File: src/rtl/mem_port_arbiter.sv
// N-way arbiter multiplexing memory masters onto one registered memory port,
// with fixed-priority or round-robin selection and an optional BUSY watchdog.
module mem_port_arbiter #(
  parameter int NUM_PORTS = 2,
  parameter int ADDR_W    = 64,
  parameter int DATA_W    = 64,
  parameter int RR_MODE   = 0,
  parameter int TIMEOUT   = 0,
  parameter int IDW       = (NUM_PORTS > 1) ? $clog2(NUM_PORTS) : 1
) (
  input  logic                        clk,
  input  logic                        reset,
  input  logic [NUM_PORTS*ADDR_W-1:0] req_address,
  input  logic [NUM_PORTS*2-1:0]      req_datasize,
  input  logic [NUM_PORTS-1:0]        req_read,
  input  logic [NUM_PORTS-1:0]        req_write,
  input  logic [NUM_PORTS*DATA_W-1:0] req_writedata,
  output logic [NUM_PORTS-1:0]        req_done,
  output logic [NUM_PORTS-1:0]        req_error,
  output logic [DATA_W-1:0]           rsp_readdata,
  output logic                        grant_valid,
  output logic [IDW-1:0]              grant_id,
  output logic [ADDR_W-1:0]           mem_address,
  output logic [1:0]                  mem_datasize,
  output logic                        mem_read,
  output logic                        mem_write,
  output logic [DATA_W-1:0]           mem_writedata,
  input  logic [DATA_W-1:0]           mem_readdata,
  input  logic                        mem_done
);

  localparam int CW = (TIMEOUT > 1) ? $clog2(TIMEOUT + 1) : 1;
  localparam logic [CW-1:0] WD_LAST = CW'((TIMEOUT > 0) ? TIMEOUT - 1 : 0);
  localparam logic [IDW-1:0] LAST_ID = IDW'(NUM_PORTS - 1);

  typedef enum logic {IDLE, BUSY} state_t;

  state_t          state_reg;
  logic [IDW-1:0]  rr_ptr_reg;
  logic [CW-1:0]   wd_cnt_reg;

  logic [ADDR_W-1:0] addr_arr  [NUM_PORTS];
  logic [1:0]        size_arr  [NUM_PORTS];
  logic [DATA_W-1:0] wdata_arr [NUM_PORTS];
  logic [NUM_PORTS-1:0] req_any;

  generate
    for (genvar gi = 0; gi < NUM_PORTS; gi++) begin : g_unpack
      assign addr_arr[gi]  = req_address[gi*ADDR_W +: ADDR_W];
      assign size_arr[gi]  = req_datasize[gi*2 +: 2];
      assign wdata_arr[gi] = req_writedata[gi*DATA_W +: DATA_W];
      assign req_any[gi]   = req_read[gi] | req_write[gi];
    end
  endgenerate

  // Search starts at the pointer in round-robin mode, at port 0 otherwise.
  logic [IDW-1:0] winner;
  logic           found;
  always_comb begin
    int idx;
    idx    = 0;
    winner = '0;
    found  = 1'b0;
    for (int k = 0; k < NUM_PORTS; k++) begin
      idx = (RR_MODE != 0) ? ((int'(rr_ptr_reg) + k) % NUM_PORTS) : k;
      if (!found && req_any[idx]) begin
        found  = 1'b1;
        winner = IDW'(idx);
      end
    end
  end

  logic expire;
  logic finish;
  assign expire = (TIMEOUT != 0) && (state_reg == BUSY) && !mem_done && (wd_cnt_reg == WD_LAST);
  assign finish = (state_reg == BUSY) && (mem_done || expire);

  always_comb begin
    req_done  = '0;
    req_error = '0;
    if (finish) req_done[grant_id] = 1'b1;
    if (expire) req_error[grant_id] = 1'b1;
  end

  assign rsp_readdata = mem_readdata;

  logic [IDW-1:0] ptr_next;
  assign ptr_next = (grant_id == LAST_ID) ? '0 : grant_id + 1'b1;

  always_ff @(posedge clk or posedge reset) begin
    if (reset) begin
      state_reg     <= IDLE;
      rr_ptr_reg    <= '0;
      wd_cnt_reg    <= '0;
      grant_valid   <= 1'b0;
      grant_id      <= '0;
      mem_address   <= '0;
      mem_datasize  <= '0;
      mem_read      <= 1'b0;
      mem_write     <= 1'b0;
      mem_writedata <= '0;
    end else begin
      case (state_reg)
        IDLE: begin
          if (found) begin
            mem_address   <= addr_arr[winner];
            mem_datasize  <= size_arr[winner];
            mem_writedata <= wdata_arr[winner];
            // A simultaneous read and write request is treated as a write.
            mem_write     <= req_write[winner];
            mem_read      <= req_read[winner] & ~req_write[winner];
            grant_valid   <= 1'b1;
            grant_id      <= winner;
            wd_cnt_reg    <= '0;
            state_reg     <= BUSY;
          end
        end
        BUSY: begin
          if (finish) begin
            mem_read    <= 1'b0;
            mem_write   <= 1'b0;
            grant_valid <= 1'b0;
            wd_cnt_reg  <= '0;
            state_reg   <= IDLE;
            if (RR_MODE != 0) rr_ptr_reg <= ptr_next;
          end else if (TIMEOUT != 0) begin
            wd_cnt_reg <= wd_cnt_reg + 1'b1;
          end
        end
        default: state_reg <= IDLE;
      endcase
    end
  end

endmodule
File: config.mk
export PLATFORM = sky130hd
export DESIGN_NAME = mem_port_arbiter
export DESIGN_NICKNAME = d
export VERILOG_FILES = /design/src/rtl/mem_port_arbiter.sv
export SDC_FILE = /design/constraint.sdc
export NUM_CORES = 1
export LEC_CHECK = 0
export BUFFER_PORTS_ARGS = -buffer_cell sky130_fd_sc_hd__buf_2
export CAP_MARGIN = 20
export CORE_AREA = 2 2 205 207
export CTS_CLUSTER_SIZE = 20
export DETAILED_ROUTE_END_ITERATION = 10
export DIE_AREA = 0 0 207 209
export HOLD_SLACK_MARGIN = 0.05
export PLACE_DENSITY = 0.5
export SLEW_MARGIN = 10
export SYNTH_ARGS = -nofsm -noshare
export SYNTH_HDL_FRONTEND = slang
export SYNTH_SLANG_ARGS = --single-unit
File: constraint.sdc
create_clock -name clk -period 4.5 [get_ports clk]
set_clock_uncertainty 0.05 [all_clocks]
set_input_delay 0.225 -clock clk [delete_from_list [all_inputs] [get_ports clk]]
set_output_delay 0.225 -clock clk [all_outputs]
set_load 0.03 [all_outputs]
## After elaboration in Yosys (flattened, before gate mapping)

Index checks and enable logic that the tools add are counted.

- Bitwise gates (word level): 6
- Order comparisons: 4
- Eq/ne operators: 2
- Reductions and logical operators: 6
- Mux-type cells: 29

Operators with widths:

| cell | count |
|---|---|
| 64-bit two-way mux | 6 |
| 1-bit two-way mux | 14 |
| 2-bit two-way mux | 4 |
| 1-bit case mux with 2 select lines | 4 |
| 1-bit by 2-bit less-than comparator with 1-bit output, second input constant | 2 |
| 2-bit AND reduction | 2 |
| 1-bit logical AND | 3 |
| 2-bit greater-or-equal comparator, second input constant | 1 |
| 2-bit by 1-bit != test with 1-bit output, second input constant | 1 |
| 2-bit != test, second input constant | 1 |
| 1-bit inverter | 2 |
| 1-bit inverter with 2-bit output | 1 |
| 1-bit bitwise OR | 2 |
| 1-bit bitwise AND | 1 |
| 1-bit demux with 1-bit select | 1 |
| 1-bit greater-or-equal comparator, second input constant | 1 |
| 1-bit zero test | 1 |

- Word-level logic and storage cells: 55
- Output and inout bits: 202
- Bits in registers: 135
- Input bits: 331

## Longest topological paths before layout

Gate-level depths: netlist (run 1).

- Depth after elaboration: 11
- Mapped depth: 5
- Depth with buffers taken out: 3

## Least setup slack after synthesis (run 1)

OpenSTA, ideal clock, no wires.

- Path kind: register to output
- Start point: reg state_reg
- End point: out req_done[0]
- Slack: 2.942 ns
- Cell stages (with the launch flop): 5
- Data required time: 4.225 ns
- Arrival time: 1.283 ns
- Path buffers: 2
- Path through: dfrtp_1 > clkbuf_1 > buf_2 > nand2_1 > nor2_1

- Cells in the longest elaborated chain, start to end: 2

Ends and longest elaborated chain:

| element | RTL line | source |
|---|---|---|
| from (decl) | 38 | `state_t state_reg;` |
| from (signal assigned) | 92 | `state_reg <= IDLE;` |
| from (signal assigned) | 115 | `state_reg <= BUSY;` |
| from (signal assigned) | 124 | `state_reg <= IDLE;` |
| 1-bit logical AND | 76 | `assign finish = (state_reg == BUSY) && (mem_done \|\| expire);` |
| 2-bit two-way mux | 81 | `if (finish) req_done[grant_id] = 1'b1;` |
| to (decl) | 18 | `output logic [NUM_PORTS-1:0] req_done,` |

Every way passes these cells.

## Worst setup path in the final report (run 1)

- Start point: reg state_reg
- End point: reg mem_writedata[20]

- Cells in the longest elaborated chain, start to end: 2

Ends and longest elaborated chain:

| element | RTL line | source |
|---|---|---|
| 1-bit inverter (no source line) | -- |  |
| 2-bit AND reduction (no source line) | -- |  |
| to (signal assigned) | 108 | `mem_writedata <= wdata_arr[winner];` |
| to (decl) | 27 | `output logic [DATA_W-1:0] mem_writedata,` |

Every way passes these cells.
A chain may end at the register's enable or synchronous reset.

==> out/results.tsv, run 1 <==
metric	value	unit
status	complete, no violations	
simple-gate share of the synthesized area	13.5	%
hpwl dp	17.7	mm
compound-cell area share of the yosys netlist	23.5	%
antenna violations before repair	1	
DRT iter0 DRCs	433	
Die W	207	µm
Top Ports	533	
Clock Latency Late Sink	460	ps
most frequent cells after synthesis	dfrtp_1, or3_1, o221a_1	
CTS tree	done	
vias in the first global route	7454	
final hold violation count	0	
first-pass GRT wire length	42.1	mm
htree depth	4	
clock sink count	135	
Synth Instances	543	
setup_tns	0	ps
Area contributors post-synth	dfrtp_1, o221a_1, or3_1, buf_4, o221a_2	
Placement Rows	75	
startpoint types	register	
Port Buf Inserts	402	
Hold Path Stages	3	
max-slew violation count	0	
Regs by FF count	mem_address: 64 flops, mem_writedata: 64 flops, mem_datasize: 2 flops	
Max Cap Viol	0	
cell taking the most area after synthesis	dfrtp_1	
final net count	1440	
r2r setup slk	1640	ps
area grow syn2layout	79.1	%
achievable clock frequency	0.349	GHz
Synth Area in Adders	0	%
fillcell total	4320	
Slew headroom	47.8	%
Crit path arrival time	3210	ps
most common cell in the netlist	dfrtp_1	
post-route setup slack	1640	ps
main combinational cell family by area after synthesis	compound AO/OA/AOI/OAI gates	
Worst R2R Path Depth	5	
CP Capture Type	register	
slew at the pin closest to its max-slew limit	782	ps
total global-route track usage	12.7	%
mapped cell area	0.00657	mm²
share of cells above drive strength 1	42.5	%
core outline area	0.0413	mm²
Num CTS Buffers	17	
DP Cell Count	1369	
unrepaired setup endpoints after global routing	false	
placement-stage worst setup slack	2280	ps
yosys warns	0	
top cell type's share of synthesized area	51.4	%
Post-route DRC	0	
distinct cell type count after synthesis	26	
Final min period	2860	ps
clk root buf	clkbuf_16	
fin cells	1658	
Synth Area in XOR/XNOR	0	%
Hold EP	mem_address[35]	
async set-or-reset flop fraction in the synthesized netlist	100	%
setup violators final	0	
final worst path period share	63.7	%
post-synthesis mux area share	0	%
die area	0.0433	mm²
Setup CP Type	reg2reg	
initial core utilization	15.9	%
Main synth FF type	dfrtp_1	
post-synthesis sequential area ratio	51.4	%
Critical Path RT	4850	ps
total grt overflow	0	
reg-to-reg endpoint	mem_writedata[20]	
wire per inst	16.8	µm
Clock Tree Buf Depth	2	
pwr/cell area	387	mW/mm²
flops & latches, synth	135	
static leakage	4.93	nW
largest net degree at the start of global routing	131	
ANT nets after route	0	
First-pass DRT Iterations	4	
post-DR vias/cell	4.22	
Post-synth EDFFs	0	
Max FO, Critical Path	130	
hold path startpoint	req_address[35]	
Vias	6997	
RePlAce Congestion	0.739	
Total Wirelength	27.8	mm
Syn Area/Cell	12.1	µm²
Hold WC Path Type	in2reg	
VDD IR max	151	µV
Clk pin slew, worst setup/hold paths	60	ps
Chip Height	209	µm
RR Startpoint	state_reg	
cells in the final DEF (no fill, tap or decap), types with 2 or more instances in the layout:
cell type | synthesis | layout
nand2b_1 | 2 | 2
nor2_1 | 3 | 3
clkbuf_16 | 0 | 17
clkinv_4 | 0 | 2
buf_2 | 26 | 402
bufinv_16 | 0 | 2
o221a_2 | 30 | 30
o21ai_0 | 2 | 2
buf_12 | 0 | 2
nand2_1 | 3 | 2
dlygate4sd3_1 | 0 | 260
clkinv_2 | 0 | 4
buf_4 | 68 | 5
dfrtp_1 | 135 | 134
clkbuf_8 | 0 | 2
o221a_1 | 100 | 100
o21ba_2 | 2 | 2
conb_1 | 1 | 2
or3_1 | 130 | 130
area by class of cell:
cell class                 count  area, µm²  share of cell area [%]
timing repair buffer         669       4690                    39.9
sequential                   135       3380                    28.7
multi-input combinational    285       2450                    20.8
tap                          539        674                    5.73
clock buffer                  19        453                    3.85
clock inverter                 9        105                   0.893
inverter                       1       8.76                  0.0744
antenna                        1       2.50                  0.0213
cells by family after synthesis:
family | Yosys count
buf+inv | 124
simple gates | 143
flops | 135
other cells | 1
compound gates | 140
repair_timing:
item / in CTS / in global routing
endpoints found under the hold margin: 203 / 0
resized for setup: 0 / 0
setup buffers: 0 / 0
hold buffers: 260 / 0
metrics by stage:
| stage | power [W] | util [%] | hold WS [ps] | instance area [µm²] |
|---|---|---|---|---|
| after floorplan | 0.00244 | - | 282 | 6570 |
| after global placement | 0.00278 | 20.8 | 338 | 8600 |
| after detailed placement | 0.00280 | 20.8 | 341 | 8600 |
| after CTS | 0.00461 | 28.5 | 51.7 | 11800 |
| after global routing | 0.00477 | 28.5 | 80.5 | 11800 |
| final | 0.00455 | 28.5 | 112 | 11800 |
per-layer routing:
| layer | share of wire [%] | track usage [%] | vias to the layer above |
|---|---|---|---|
| met5 | 0.047 | 0 | - |
| met4 | 5.2 | 8.79 | 2 |
| li1 | - | - | 3202 |
| met3 | 7.1 | 4.15 | 93 |
| met2 | 49 | 21.1 | 328 |
| met1 | 39 | 13.7 | 3372 |
worst max-delay path, stage by stage (launching register included):
cell and delay, ps:
dfrtp_4 870, o21ba_2 280, nand2_4 80, buf_12 410, o221a_1 300, dlygate4sd3_1 560
how the worst max path moves through the flow:
| stage | start | to | slack [ps] | cells past startpoint |
|---|---|---|---|---|
| 2_1_floorplan | reset | grant_id | 610 | 1 |
| 3_3_place_gp | state_reg | mem_writedata[17] | 2310 | 4 |
| 3_5_place_dp | state_reg | mem_writedata[55] | 2280 | 4 |
| 4_1_cts | state_reg | mem_writedata[1] | 1730 | 5 |
| 5_1_grt | state_reg | mem_address[48] | 1600 | 5 |
| 6_report | state_reg | mem_writedata[20] | 1640 | 5 |
power by group:
group	leakage [nW]	switching [W]	internal (W)
sequential	1.48	0.000144	0.00143
clock	0.276	0.000566	0.000826
combinational	3.17	0.000831	0.000756
total	4.93	0.00154	0.00301
Note: power is estimated with default switching activity, not from simulation.
==> inputs of run 2 (changes only) <==
--- a/config.mk
+++ b/config.mk
@@ -5,6 +5,7 @@
 export SDC_FILE = /design/constraint.sdc
 export NUM_CORES = 1
 export LEC_CHECK = 0
+export ABC_AREA = 1
 export BUFFER_PORTS_ARGS = -buffer_cell sky130_fd_sc_hd__buf_2
 export CAP_MARGIN = 20
 export CORE_AREA = 2 2 205 207
@@ -12,7 +13,7 @@
 export DETAILED_ROUTE_END_ITERATION = 10
 export DIE_AREA = 0 0 207 209
 export HOLD_SLACK_MARGIN = 0.05
-export PLACE_DENSITY = 0.5
+export PLACE_DENSITY = 0.53
 export SLEW_MARGIN = 10
 export SYNTH_ARGS = -nofsm -noshare
 export SYNTH_HDL_FRONTEND = slang
==> constraint.sdc (replaced) <==
create_clock -name clk -period 2.38 [get_ports clk]
set_clock_uncertainty 0.05 [all_clocks]
set_input_delay 0.119 -clock clk [delete_from_list [all_inputs] [get_ports clk]]
set_output_delay 0.119 -clock clk [all_outputs]
set_load 0.03 [all_outputs]
==> out/results.tsv, run 2 <==
metric	value	unit
Slew headroom	43.6	%
startpoint types	input port	
cell area after layout	0.0127	mm²
CTS tree	done	
post-DR vias/cell	4.14	
r2r setup slk	770	ps
post-CTS setup buffer count	0	
commonest non-fill, non-tap cell in the layout	nand2_1	
yosys warns	0	
async set-or-reset flop fraction in the synthesized netlist	100	%
status	finished, violations left	
clock sink count	135	
final core occ	30.9	%
Area after DPL	0.00946	mm²
Num CTS Buffers	17	
unrepaired setup endpoints after global routing	false	
hold_ws	128	ps
DP Cell Count	1894	
fin cells	2191	
Top Ports	533	
RePlAce Congestion	0.819	
setup violators final	1	
Vias	9074	
die area	0.0433	mm²
total grt overflow	0	
First-pass DRT Iterations	6	
total global-route track usage	13.4	%
Post-synth EDFFs	0	
Hold Buf Count CTS	265	
pwr/cell area	1060	mW/mm²
largest net degree at the start of global routing	136	
Area contributors post-synth	dfrtp_1, nand2_1, nand3_1, buf_4, buf_2	
DRT iter0 DRCs	486	
core outline area	0.0413	mm²
hpwl dp	17.3	mm
Die W	207	µm
flops & latches, synth	135	
ANT nets after route	0	
share of cells above drive strength 1	26.9	%
Clk pin slew, worst setup/hold paths	60	ps
max-slew violation count	0	
wire per inst	13.2	µm
Synth Instances	1080	
Critical Path RT	2710	ps
Max Cap Viol	0	
Total Wirelength	28.8	mm
area grow syn2layout	71.2	%
Hold WC Path Type	in2reg	
Crit path arrival time	2740	ps
initial core utilization	18.0	%
failing checks	negative setup slack	
commonest non-fill, non-tap cells in the layout	nand2_1, buf_2, dlygate4sd3_1, dfrtp_1, nand3_1	
static leakage	7.14	nW
vias in the first global route	9448	
setup_tns	-31.6	ps
distinct cell type count after synthesis	15	
Port Buf Inserts	402	
slew at the pin closest to its max-slew limit	846	ps
Syn Area/Cell	6.89	µm²
clk root buf	clkbuf_16	
Max FO, Critical Path	130	
VDD IR max	574	µV
Clock Latency Late Sink	440	ps
most common cell in the netlist	nand2_1	
mapped cell area	0.00744	mm²
Setup CP Type	in2reg	
htree depth	4	
achievable clock frequency	0.415	GHz
cell taking the most area after synthesis	dfrtp_1	
Clock Tree Buf Depth	2	
top cell type's share of synthesized area	45.4	%
Post-route DRC	0	
first-pass GRT wire length	46.5	mm
Final min period	2410	ps
Main synth FF type	dfrtp_1	
final hold violation count	0	
final worst path period share	101	%
post-cts resize count	0	
post-route setup slack	-31.6	ps
post-synthesis sequential area ratio	45.4	%
CP Capture Type	register	
antenna violations before repair	3	
most frequent cells after synthesis	nand2_1, dfrtp_1, nand3_1	
Chip Height	209	µm
Regs by FF count	mem_address: 64 flops, mem_writedata: 64 flops, mem_datasize: 2 flops	
final net count	1970	
Placement Rows	75	
run 2: cell types whose count changed in the layout (fill, tap and decap cells not counted), moves of 30 or more:
cell,previous run,this run
or3_1,130,0
nand3_1,0,132
o221a_1,100,0
o221a_2,30,0
nand2_1,2,658
run 2: layer usage:
metal,GRT usage [%],part of all wire (%),wire [µm],vias to the layer above
met5,0,0.045,13,-
met4,7.54,3.8,1110,2
met3,4.49,7.4,2140,74
met2,24.1,51,14700,430
met1,13.7,38,10900,4185
li1,-,-,-,4383
run 2: cells by family after synthesis:
kind of cell	count (synthesis)	synth area share, %
flops	135	45.4
other cells	1	0.0504
buf+inv	142	11.7
simple gates	799	42.6
compound gates	3	0.202
run 2: path summary, 6_finish.rpt:
path	startpoint	end	depth (start not counted)
max	req_write[0]	mem_writedata[50]	9
min	req_write[1]	mem_read	6
max reg2reg	state_reg	mem_address[29]	6
min reg2reg	mem_writedata[5]	mem_writedata[5]	2
max in group asynchronous	reset	mem_writedata[9]	4
min in group asynchronous	reset	mem_writedata[56]	4
run 2: final cells by class:
| type | count | area [µm²] |
|---|---|---|
| diodes | 1 | 2.50 |
| clock buffers | 24 | 492 |
| flip-flops and latches | 135 | 3380 |
| repair buffers | 675 | 4810 |
| fillers | 4255 | 28500 |
| multi-input cells | 804 | 3220 |
| inverters | 6 | 28.8 |
| well taps | 539 | 674 |
| clock inverters | 7 | 141 |
run 2: worst max-delay path, cell delays in order:
cell	delay, ps
dlygate4sd3_1	550
buf_2	150
nor2_4	170
buf_12	390
nand3_1	220
nand2_1	140
dlygate4sd3_1	560
nand2_1	50
nand2_1	70
run 2: stage by stage:
stage          setup WS (ps)  total power [W]
6_report               -31.6           0.0135
5_1_grt                 13.5           0.0145
4_1_cts                  169           0.0137
3_5_place_dp             770           0.0103
3_3_place_gp             813           0.0102
2_1_floorplan            532          0.00838
run 2: power by group:
| part | switching (W) | internal [W] | total [W] |
|---|---|---|---|
| sequential | 0.000579 | 0.00339 | 0.00397 |
| clock | 0.00102 | 0.00186 | 0.00288 |
| combinational | 0.00462 | 0.00203 | 0.00665 |
